**src/rtl/cpu_ctrl_pkg.sv**
```systemverilog
// Shared encodings and defaults for the CPU step controller.
// State codes are visible on ctrlState, so keep them stable.
package cpu_ctrl_pkg;

  localparam int unsigned DB_CYCLES_DEF = 500000;
  localparam int unsigned RUN_DIV_DEF   = 5000000;
  localparam int unsigned RATE_W        = 24;

  typedef enum logic [1:0] {
    ST_IDLE   = 2'b00,
    ST_RUN    = 2'b01,
    ST_HALTED = 2'b10
  } ctrl_state_e;

endpackage

```
**src/rtl/button_debounce.sv**
```systemverilog
// Two-flop synchronizer plus stable-count debouncer.
// The level flips only after DB_CYCLES consecutive differing samples.
module button_debounce
  import cpu_ctrl_pkg::*;
#(
  parameter int unsigned DB_CYCLES = DB_CYCLES_DEF
) (
  input  logic clk,
  input  logic reset,
  input  logic raw,
  output logic level
);

  localparam int CW = $clog2(DB_CYCLES + 1);

  logic          s1_q;
  logic          s2_q;
  logic          lvl_q;
  logic          lvl_d;
  logic [CW-1:0] cnt_q;
  logic [CW-1:0] cnt_d;

  always_comb begin
    lvl_d = lvl_q;
    cnt_d = '0;
    if (s2_q != lvl_q) begin
      if (cnt_q == CW'(DB_CYCLES - 1)) begin
        lvl_d = s2_q;
      end else begin
        cnt_d = cnt_q + CW'(1);
      end
    end
  end

  always_ff @(posedge clk or negedge reset) begin
    if (!reset) begin
      s1_q  <= 1'b0;
      s2_q  <= 1'b0;
      lvl_q <= 1'b0;
      cnt_q <= '0;
    end else begin
      s1_q  <= raw;
      s2_q  <= s1_q;
      lvl_q <= lvl_d;
      cnt_q <= cnt_d;
    end
  end

  assign level = lvl_q;

endmodule

```
**src/rtl/step_controller.sv**
```systemverilog
// Button-driven single-step / free-run controller for the CPU.
// Halt latches until reset; steps are registered one-cycle pulses.
module step_controller
  import cpu_ctrl_pkg::*;
#(
  parameter int unsigned DB_CYCLES = DB_CYCLES_DEF,
  parameter int unsigned RUN_DIV   = RUN_DIV_DEF,
  parameter int unsigned CNT_W     = 16
) (
  input  logic             clk,
  input  logic             reset,
  input  logic             pushButton,
  input  logic             runMode,
  input  logic             haltReq,
  output logic             cpuStep,
  output logic [1:0]       ctrlState,
  output logic [CNT_W-1:0] stepCount
);

  logic              push_lvl;
  logic              run_lvl;
  logic              push_prev_q;
  logic              press;
  ctrl_state_e       state_q;
  ctrl_state_e       state_d;
  logic [RATE_W-1:0] rate_q;
  logic [RATE_W-1:0] rate_d;
  logic              step_q;
  logic              step_d;
  logic [CNT_W-1:0]  cnt_q;
  logic [CNT_W-1:0]  cnt_d;

  button_debounce #(.DB_CYCLES(DB_CYCLES)) u_push (
    .clk   (clk),
    .reset (reset),
    .raw   (pushButton),
    .level (push_lvl)
  );

  button_debounce #(.DB_CYCLES(DB_CYCLES)) u_mode (
    .clk   (clk),
    .reset (reset),
    .raw   (runMode),
    .level (run_lvl)
  );

  assign press = push_lvl & ~push_prev_q;

  // Priority: halt, then press, then mode change, then rate tick.
  always_comb begin
    state_d = state_q;
    rate_d  = '0;
    step_d  = 1'b0;
    unique case (state_q)
      ST_IDLE: begin
        if (haltReq) begin
          state_d = ST_HALTED;
        end else if (press) begin
          if (run_lvl) state_d = ST_RUN;
          else         step_d  = 1'b1;
        end
      end
      ST_RUN: begin
        if (haltReq) begin
          state_d = ST_HALTED;
        end else if (press || !run_lvl) begin
          state_d = ST_IDLE;
        end else if (rate_q == RATE_W'(RUN_DIV - 1)) begin
          step_d = 1'b1;
        end else begin
          rate_d = rate_q + RATE_W'(1);
        end
      end
      ST_HALTED: begin
        state_d = ST_HALTED;
      end
      default: begin
        state_d = ST_IDLE;
      end
    endcase
    cnt_d = cnt_q + CNT_W'(step_d);
  end

  always_ff @(posedge clk or negedge reset) begin
    if (!reset) begin
      push_prev_q <= 1'b0;
      state_q     <= ST_IDLE;
      rate_q      <= '0;
      step_q      <= 1'b0;
      cnt_q       <= '0;
    end else begin
      push_prev_q <= push_lvl;
      state_q     <= state_d;
      rate_q      <= rate_d;
      step_q      <= step_d;
      cnt_q       <= cnt_d;
    end
  end

  assign cpuStep   = step_q;
  assign ctrlState = state_q;
  assign stepCount = cnt_q;

endmodule

```
**config.mk**
```make
export PLATFORM = sky130hd
export DESIGN_NAME = step_controller
export DESIGN_NICKNAME = d
export VERILOG_FILES = /design/src/rtl/cpu_ctrl_pkg.sv /design/src/rtl/button_debounce.sv /design/src/rtl/step_controller.sv
export SDC_FILE = /design/constraint.sdc
export NUM_CORES = 1
export LEC_CHECK = 0
export CORE_MARGIN = 8
export CORE_UTILIZATION = 40
export CTS_BUF_LIST = sky130_fd_sc_hd__clkbuf_2 sky130_fd_sc_hd__clkbuf_4 sky130_fd_sc_hd__clkbuf_8
export CTS_CLUSTER_SIZE = 24
export DETAILED_ROUTE_END_ITERATION = 12
export GPL_ROUTABILITY_DRIVEN = 1
export HOLD_SLACK_MARGIN = 0.03
export SLEW_MARGIN = 20
export SYNTH_ARGS = -nofsm -noshare
export SYNTH_HDL_FRONTEND = slang
export SYNTH_SLANG_ARGS = --single-unit
```
**constraint.sdc**
```tcl
create_clock -name clk -period 5.32 [get_ports clk]
set_clock_uncertainty 0.15 [all_clocks]
set_input_delay 0.532 -clock clk [delete_from_list [all_inputs] [get_ports clk]]
set_output_delay 0.532 -clock clk [all_outputs]
set_load 0.02 [all_outputs]
```
==> Word-level counts from Yosys, hierarchy flattened <==
Cells that the tools add are included.
{ "totals": {"output_inout_bits": 19, "inputBits": 5, "ff_bits": 88, "wordCells": 56} }
{ "classes": {"n_eq_ne": 10, "bitwise": 2, "reduce_logical": 6, "n_mux": 21, "add_sub_neg": 4} }
{ "ops": {"columns": ["op", "n"], "rows": [
  ["24-bit 2-to-1 mux", 4],
  ["19-bit 2-to-1 mux", 4],
  ["19-bit by 1-bit adder with 19-bit output (second input constant)", 2],
  ["19-bit == test (second input constant)", 2],
  ["24-bit by 1-bit adder with 24-bit output (second input constant)", 1],
  ["24-bit by 23-bit == test with 1-bit output (second input constant)", 1],
  ["16-bit by 1-bit adder with 16-bit output", 1],
  ["2-bit 2-to-1 mux", 5],
  ["1-bit 2-to-1 mux", 6],
  ["3-bit inequality test (second input constant)", 2],
  ["2-bit case mux with 3 select lines", 1],
  ["2-bit AND reduction", 2],
  ["3-bit by 2-bit inequality test with 1-bit output (second input constant)", 1],
  ["3-bit AND reduction", 1],
  ["2-bit by 1-bit == test with 1-bit output (second input constant)", 1],
  ["2-bit == test (second input constant)", 1],
  ["2-bit logical NOT", 1],
  ["1-bit inequality test", 2],
  ["1-bit case mux with 2 select lines", 1],
  ["1-bit bitwise AND", 1],
  ["1-bit logical NOT", 1],
  ["1-bit logical OR", 1],
  ["1-bit inverter", 1]
]} }

==> Depth between registers and ports, before layout <==
Gate-level depths: netlist (run 1).
{ "logic_depth": {"depth_word": 7, "depth_mapped": 11} }

==> Cells and area by module <==
Synthesis (run 1) repeated with hierarchy kept, for this count alone.
{ "hier_totals": {"cells_unflattened": 408, "area_unflattened_um2": 4180.3} }
{ "by_module_without_submodules": {"columns": ["module", "seq_area_each_um2", "cells_each", "area_per_inst_um2", "instances"], "rows": [
  ["step_controller", 1101.1, 198, 2026.9, 1],
  ["button_debounce (u_mode)", 550.5, 105, 1079.8, 1],
  ["button_debounce (u_push)", 550.5, 105, 1073.5, 1]
]} }

==> Least setup slack after synthesis (run 1) <==
No wires, ideal clock.
{ "synth_path": {"kind": "reg-to-reg", "startpoint": "register rate_q[12]", "endpoint": "register cnt_q[15], in the netlist stepCount[15]", "synth_period_minus_slack_ns": 3.075, "t_arrival_ns": 2.796, "slack_ns": 2.245, "path_stages_with_launch": 10, "t_required_ns": 5.042, "path_buffers": 0, "cell_sequence": "dfrtp_1 > or4_1 > or4_1 > nor3_1 > o21a_1 > ha_1 > nand3_1 > nor4_1 > nand3_1 > xnor2_1"} }
{ "synth_between": {"elab_chain_len": 6} }
{ "synth_lines": {"columns": ["element", "line_no", "rtl"], "rows": [
  ["start, declared", "step_controller.sv:26", "logic [RATE_W-1:0] rate_q;"],
  ["start signal, assigned", "step_controller.sv:94", "rate_q <= rate_d;"],
  ["24-bit by 23-bit == test with 1-bit output", "step_controller.sv:68", "end else if (rate_q == RATE_W'(RUN_DIV - 1)) begin"],
  ["1-bit 2-to-1 mux", "step_controller.sv:68", null],
  ["1-bit 2-to-1 mux", "step_controller.sv:66", "end else if (press || !run_lvl) begin"],
  ["1-bit 2-to-1 mux", "step_controller.sv:64", "if (haltReq) begin"],
  ["1-bit case mux with 2 select lines", "step_controller.sv:54", "unique case (state_q)"],
  ["net step_d", "step_controller.sv:29", "logic step_d;"],
  ["16-bit by 1-bit adder with 16-bit output", "step_controller.sv:81", "cnt_d = cnt_q + CNT_W'(step_d);"],
  ["net cnt_d[15]", "step_controller.sv:31", "logic [CNT_W-1:0] cnt_d;"],
  ["end signal, assigned", "step_controller.sv:96", "cnt_q <= cnt_d;"],
  ["end, declared", "step_controller.sv:30", "logic [CNT_W-1:0] cnt_q;"]
]} }
The timed path passes the listed nets, and every way through them passes these cells.
A chain may end at the register's enable or synchronous reset.

==> Worst setup path after layout (run 1) <==
Ends and elaborated chain as after synthesis.

==> run metrics, run 1 <==
Layout Cells excl Fill 584; synth unique cells 39; fill count 963; placed cell count 567; # resized after CTS 0; Synth top cells by count dfrtp_1, nor2_1, xnor2_1; Worst setup EP type register; critical path class register to register; remaining antenna violation count 0; CTS clock-pin slew for the worst setup and hold paths 0.09 ns; Worst-Margin Slew 0.871 ns; CTS Sinks 88; GRT met2 Usage 18.6%; die width 119 µm; hold_sp u_push.s1_q; TNS Setup 0 ns; share of cells above drive strength 1 7.37%; total core area 0.0103 mm²; hold buffer count at cts 1; #FFs+latches synth 88; Sw Share 23.7%; cells on worst reg2reg path 9; Final Cycle Share 62.1%; Tot Pwr 0.00113 W; Area contributors post-synth dfrtp_1, xnor2_1, nor2_1, xor2_1, nand3_1; worst reg-to-reg setup slack 2.02 ns; via/cell ratio 5.32; Syn Std Cell Area 0.00423 mm²; CTS max path bufs 2; largest net degree at the start of global routing 51; Leakage 1.87 nW; Routed Wire Length 8070 µm; final max-slew violation count 0; syn avg cell area 10.2 µm²; post-synthesis sequential area ratio 52.0%; first-pass GRT wire length 14,600 µm; ant diodes 0; ys async rst share 100%; Initial DRC Count 188; relative slew slack 41.4%; # IOs 24; most used routing layer met2; internal power 0.000865 W; met3 Track Usage GR 3.02%; Layout Nets 453; Post-CTS Setup Bufs 0; ys flop type dfrtp_1; Starting Density 41.0%; Critical Path RT 5.41 ns; CP max FO 4; Max IR drop VDD 0.000113 V; port bufs 23; syn_nets 427; worst hold path class register to register; Reg power frac 59.9%; Final min period 3.30 ns; GR Overflow Total 0; yosys warns 0; Synth Instances 417; CP Launch Type register; Rows 37; antenna violations before repair 0; 1st-pass router iterations 4; hold path cells 0; Crit Reg-Reg Startpoint rate_q[12]; FMAX 303 MHz; Synth top area share 52.0%; Psw 0.000268 W; clock share of power 37.5%; CTS root buf clkbuf_8; die area 0.0141 mm²; GR Layer Usage met1 16.5%; max-cap violations 0; status finished, final reports clean; per-cell routed wire length 13.8 µm; drt drc 0; vias 3,109; Fin. Hold Viols 0; largest area contributor in the netlist dfrtp_1; RSZ-0062 raised after global routing no; CTS tree done; cell with the most instances after synthesis dfrtp_1; Finish-stage setup viols 0; Die Y 119 µm; HPWL Detailed 5690 µm; WP data arrival 3.39 ns; vias in the first global route 3,033; CTS Buf Count 9; clock latency on the worst-skew pair 0.35 ns; CP Launch Point rate_q[12]; PD cells 238 mW/mm²; Overall Global Routing Usage 12.3%; global placement routability congestion 0.814; Syn-to-layout area delta 12.7%; combinational power share 2.6%; H-Tree Depth 3; EDFF count, synth 0
==> power by group through the flow <==
stage                     sequential, W  combinational [W]  clock, W
after floorplan                0.000690          0.0000118         0
after global placement         0.000692          0.0000304         0
after detailed placement       0.000692          0.0000310         0
after CTS                      0.000679          0.0000318  0.000444
after global routing           0.000680          0.0000362  0.000471
final                          0.000679          0.0000298  0.000425
==> metrics by stage <==
step           setup WS (ns)  hold WS [ns]  area (µm²)  utilization (%)
6_report                2.02         0.205        4770             46.2
5_1_grt                 1.66         0.229        4770             46.2
4_1_cts                 1.99         0.206        4770             46.2
3_5_place_dp            2.00         0.186        4580             44.4
3_3_place_gp            2.07         0.190        4580             44.3
2_1_floorplan           2.25        0.0864        4230                -
==> critical path: stages, from the launching register on <==
cell and delay, ns:
dfrtp_1 0.42, or4_1 0.53, or4_1 0.56, nor3_1 0.23, o21a_1 0.15, ha_1 0.22
nand3_1 0.11, nor4_1 0.50, nand3_1 0.16, xnor2_1 0.15
==> flip-flops by register name (all words and copies together) (netlist names) <==
signal	flops
u_push.level	1
u_mode.level	1
u_push.s1_q	1
u_mode.s2_q	1
u_push.cnt_q	19
u_mode.s1_q	1
cpuStep	1
stepCount	16
rate_q	24
u_mode.cnt_q	19
push_prev_q	1
u_push.s2_q	1
ctrlState	2
==> layout by cell type, fill, tap and decap left out, types with 2 or more instances in the layout <==
cell,netlist,routed
nand4_1,20,20
nand2b_1,2,2
clkinv_2,0,2
nor2_1,56,56
and3_1,7,7
and4_1,5,5
a31o_2,2,2
xor2_1,21,21
xnor2_1,36,36
clkbuf_8,0,10
nand4b_1,2,2
o21ai_0,9,9
nor3_1,13,13
or4_4,3,3
and2_1,2,2
nand3_1,31,31
ha_1,5,5
or3_1,8,8
a21oi_1,15,15
nor4b_1,2,2
mux2_2,2,2
clkinvlp_4,0,2
clkdlybuf4s50_1,0,22
o31ai_1,4,4
buf_4,0,3
inv_1,10,10
mux2i_1,3,3
or4_1,9,9
nor4_1,14,14
nand2_1,27,27
dfrtp_1,88,88
==> cells by family (layout without fill, tap and decap cells) <==
group,Yosys count,count (layout),share of synthesized area [%]
simple gates,207,207,26.0
flops,88,88,52.0
xor+xnor,57,57,11.8
compound gates,34,34,5.00
buf+inv,21,52,2.48
fa+ha+maj,5,5,1.48
mux,5,5,1.24
==> layer usage <==
metal | up-vias | wire, µm
li1 | 1537 | -
met5 | - | 0
met1 | 1510 | 4020
met3 | 12 | 313
met2 | 50 | 3570
met4 | 0 | 159
==> area by class of cell <==
type / instances / area [µm²] / share of cell area, %
Multi-Input combinational cell: 308 / 1930 / 40.4
Clock buffer: 10 / 138 / 2.88
Tap cell: 136 / 170 / 3.57
Inverter: 10 / 37.5 / 0.787
Clock inverter: 6 / 42.5 / 0.891
Timing Repair Buffer: 26 / 253 / 5.30
Sequential cell: 88 / 2200 / 46.1
==> final timing paths <==
kind | endpoint
max | stepCount[15]
min | u_push.s2_q
max reg2reg | stepCount[15]
min reg2reg | u_push.s2_q
max in group asynchronous | rate_q[2]
min in group asynchronous | stepCount[7]
No activity file was read; power rests on OpenSTA's default activity.
==> inputs of run 2 (changes only) <==
Clock period 5.32 ns to 2.7 ns, I/O delays scaled along.
==> run 2 against run 1 <==
Effect of this change:
- the run now ends with setup timing left
- flip-flop and latch count did not move
- final cell count rose by 5.3%
- clock power rose by 140%
- critical endpoint is now stepCount[10]
- largest power group unchanged
==> run metrics, run 2 (synthesis results as in run 1) <==
vias 3,223 (was 3,109); cells on worst reg2reg path 10 (was 9); per-cell routed wire length 13.4 µm (was 13.8 µm); Layout Nets 484 (was 453); CTS max path bufs 2 (unchanged); final worst-path setup slack -0.124 ns (was 2.02 ns); Leakage 2.10 nW (was 1.87 nW); Starting Density 41.0% (unchanged); Worst-Margin Slew 0.571 ns (was 0.871 ns); TNS Setup -0.500 ns (was 0 ns); die width 119 µm (unchanged); HPWL Detailed 5890 µm (was 5690 µm); port bufs 23 (unchanged); Max IR drop VDD 0.000214 V (was 0.000113 V); H-Tree Depth 3 (unchanged); share of cells above drive strength 1 15.0% (was 7.37%); 1st-pass router iterations 4 (unchanged); most flop-heavy register rate_q (unchanged); Finished Cell Area 0.00514 mm² (was 0.00477 mm²); GR Overflow Total 0 (unchanged); CTS Buf Count 9 (unchanged); Initial DRC Count 189 (was 188); max-cap violations 0 (unchanged); status finished with violations (was finished, final reports clean); biggest regs rate_q x24, u_mode.cnt_q x19, u_push.cnt_q x19 (unchanged); ant diodes 0 (unchanged); CTS clock-pin slew for the worst setup and hold paths 0.09 ns (about the same); Routed Wire Length 8260 µm (was 8070 µm); Final min period 2.82 ns (was 3.30 ns); hold path cells 1 (was 0); vias in the first global route 3,171 (was 3,033); drt drc 0 (unchanged); clock latency on the worst-skew pair 0.36 ns (was 0.35 ns); critical path class register to register (unchanged); CTS tree done (unchanged); antenna violations before repair 0 (unchanged); FMAX 354 MHz (was 303 MHz); most frequent cells in the layout dfrtp_1, nor2_1, xnor2_1 (unchanged); Layout Cells excl Fill 615 (was 584); Die Y 119 µm (unchanged); die area 0.0141 mm² (unchanged); Area after DPL 0.00485 mm² (was 0.00458 mm²); relative slew slack 61.6% (was 41.4%); PD cells 473 mW/mm² (was 238 mW/mm²); commonest non-fill, non-tap cell in the layout dfrtp_1 (unchanged); first-pass GRT wire length 14,800 µm (was 14,600 µm); Syn-to-layout area delta 21.5% (was 12.7%); global placement routability congestion 0.786 (was 0.814); RSZ-0062 raised after global routing yes (was no); CTS Sinks 88 (unchanged); Overall Global Routing Usage 12.5% (was 12.3%); placed cell count 592 (was 567); total core area 0.0103 mm² (unchanged); Worst setup EP type register (unchanged); Finish-stage setup viols 10 (was 0); largest net degree at the start of global routing 48 (was 51); CTS root buf clkbuf_8 (unchanged); remaining antenna violation count 0 (unchanged); Rows 37 (unchanged); WP data arrival 2.96 ns (was 3.39 ns); final max-slew violation count 0 (unchanged); via/cell ratio 5.24 (was 5.32); failing checks setup timing; max FFs per register 24 (unchanged); Critical Path RT 2.84 ns (was 5.41 ns); CP Launch Type register (unchanged); CP max FO 3 (was 4); worst hold path class input pin to register (was register to register); # IOs 24 (unchanged); Final Cycle Share 105% (was 62.1%); worst reg-to-reg setup slack -0.12 ns (was 2.02 ns); Fin. Hold Viols 0 (unchanged)
run 2: report_power, final:
part	leakage [nW]	total [W]	switching [W]	internal, W
logic	0.781	0.0000630	0.0000425	0.0000205
clock network	0.105	0.00103	0.000482	0.000549
registers	1.21	0.00134	0.0000101	0.00133
run 2: metal layers:
layer,share of wire [%],track usage [%]
met2,44,19.2
met1,50,16.4
met4,2.4,7.11
met3,3.0,2.13
met5,0,0
run 2: path summary, 6_finish.rpt:
check,from,end
worst max register to register,rate_q[12],stepCount[10]
min in group asynchronous,reset,u_mode.cnt_q[15]
worst max-delay path,rate_q[12],stepCount[10]
worst min-delay path,pushButton,u_push.s1_q
worst min register to register,u_push.s1_q,u_push.s2_q
max in group asynchronous,reset,rate_q[5]
run 2: per-stage QoR:
stage	utilization (%)	total power (W)	hold WS [ns]	worst slack, ns
after floorplan	-	0.00138	-0.176	-0.110
after global placement	47.0	0.00143	0.138	-0.0507
after detailed placement	47.0	0.00143	0.141	-0.0953
after CTS	49.5	0.00247	0.175	-0.106
after global routing	49.8	0.00255	0.189	-0.261
final	49.8	0.00243	0.199	-0.124
run 2: layout make-up:
| type | instances | area [µm²] |
|---|---|---|
| fillers | 952 | 5180 |
| clock inverters | 6 | 91.3 |
| multi-input cells | 308 | 2000 |
| inverters | 10 | 37.5 |
| repair buffers | 57 | 498 |
| flip-flops and latches | 88 | 2200 |
| well taps | 136 | 170 |
| clock buffers | 10 | 138 |
run 2: what timing repair did:
action | in CTS | in global routing
pin swaps | 1 | 1
hold endpoints to repair | 41 | 0
hold buffers | 1 | 0
resized for setup | 0 | 1
setup buffers | 3 | 3
setup endpoints to repair | 7 | 12
run 2: worst max-delay path, stage by stage, from the launching register on:
cell,delay [ns]
dfrtp_1,0.38
or4_1,0.52
or4_4,0.44
nor3_2,0.18
o21a_1,0.18
ha_4,0.17
ha_4,0.14
nand2_4,0.07
nor3_4,0.18
and3_4,0.20
xor2_1,0.15
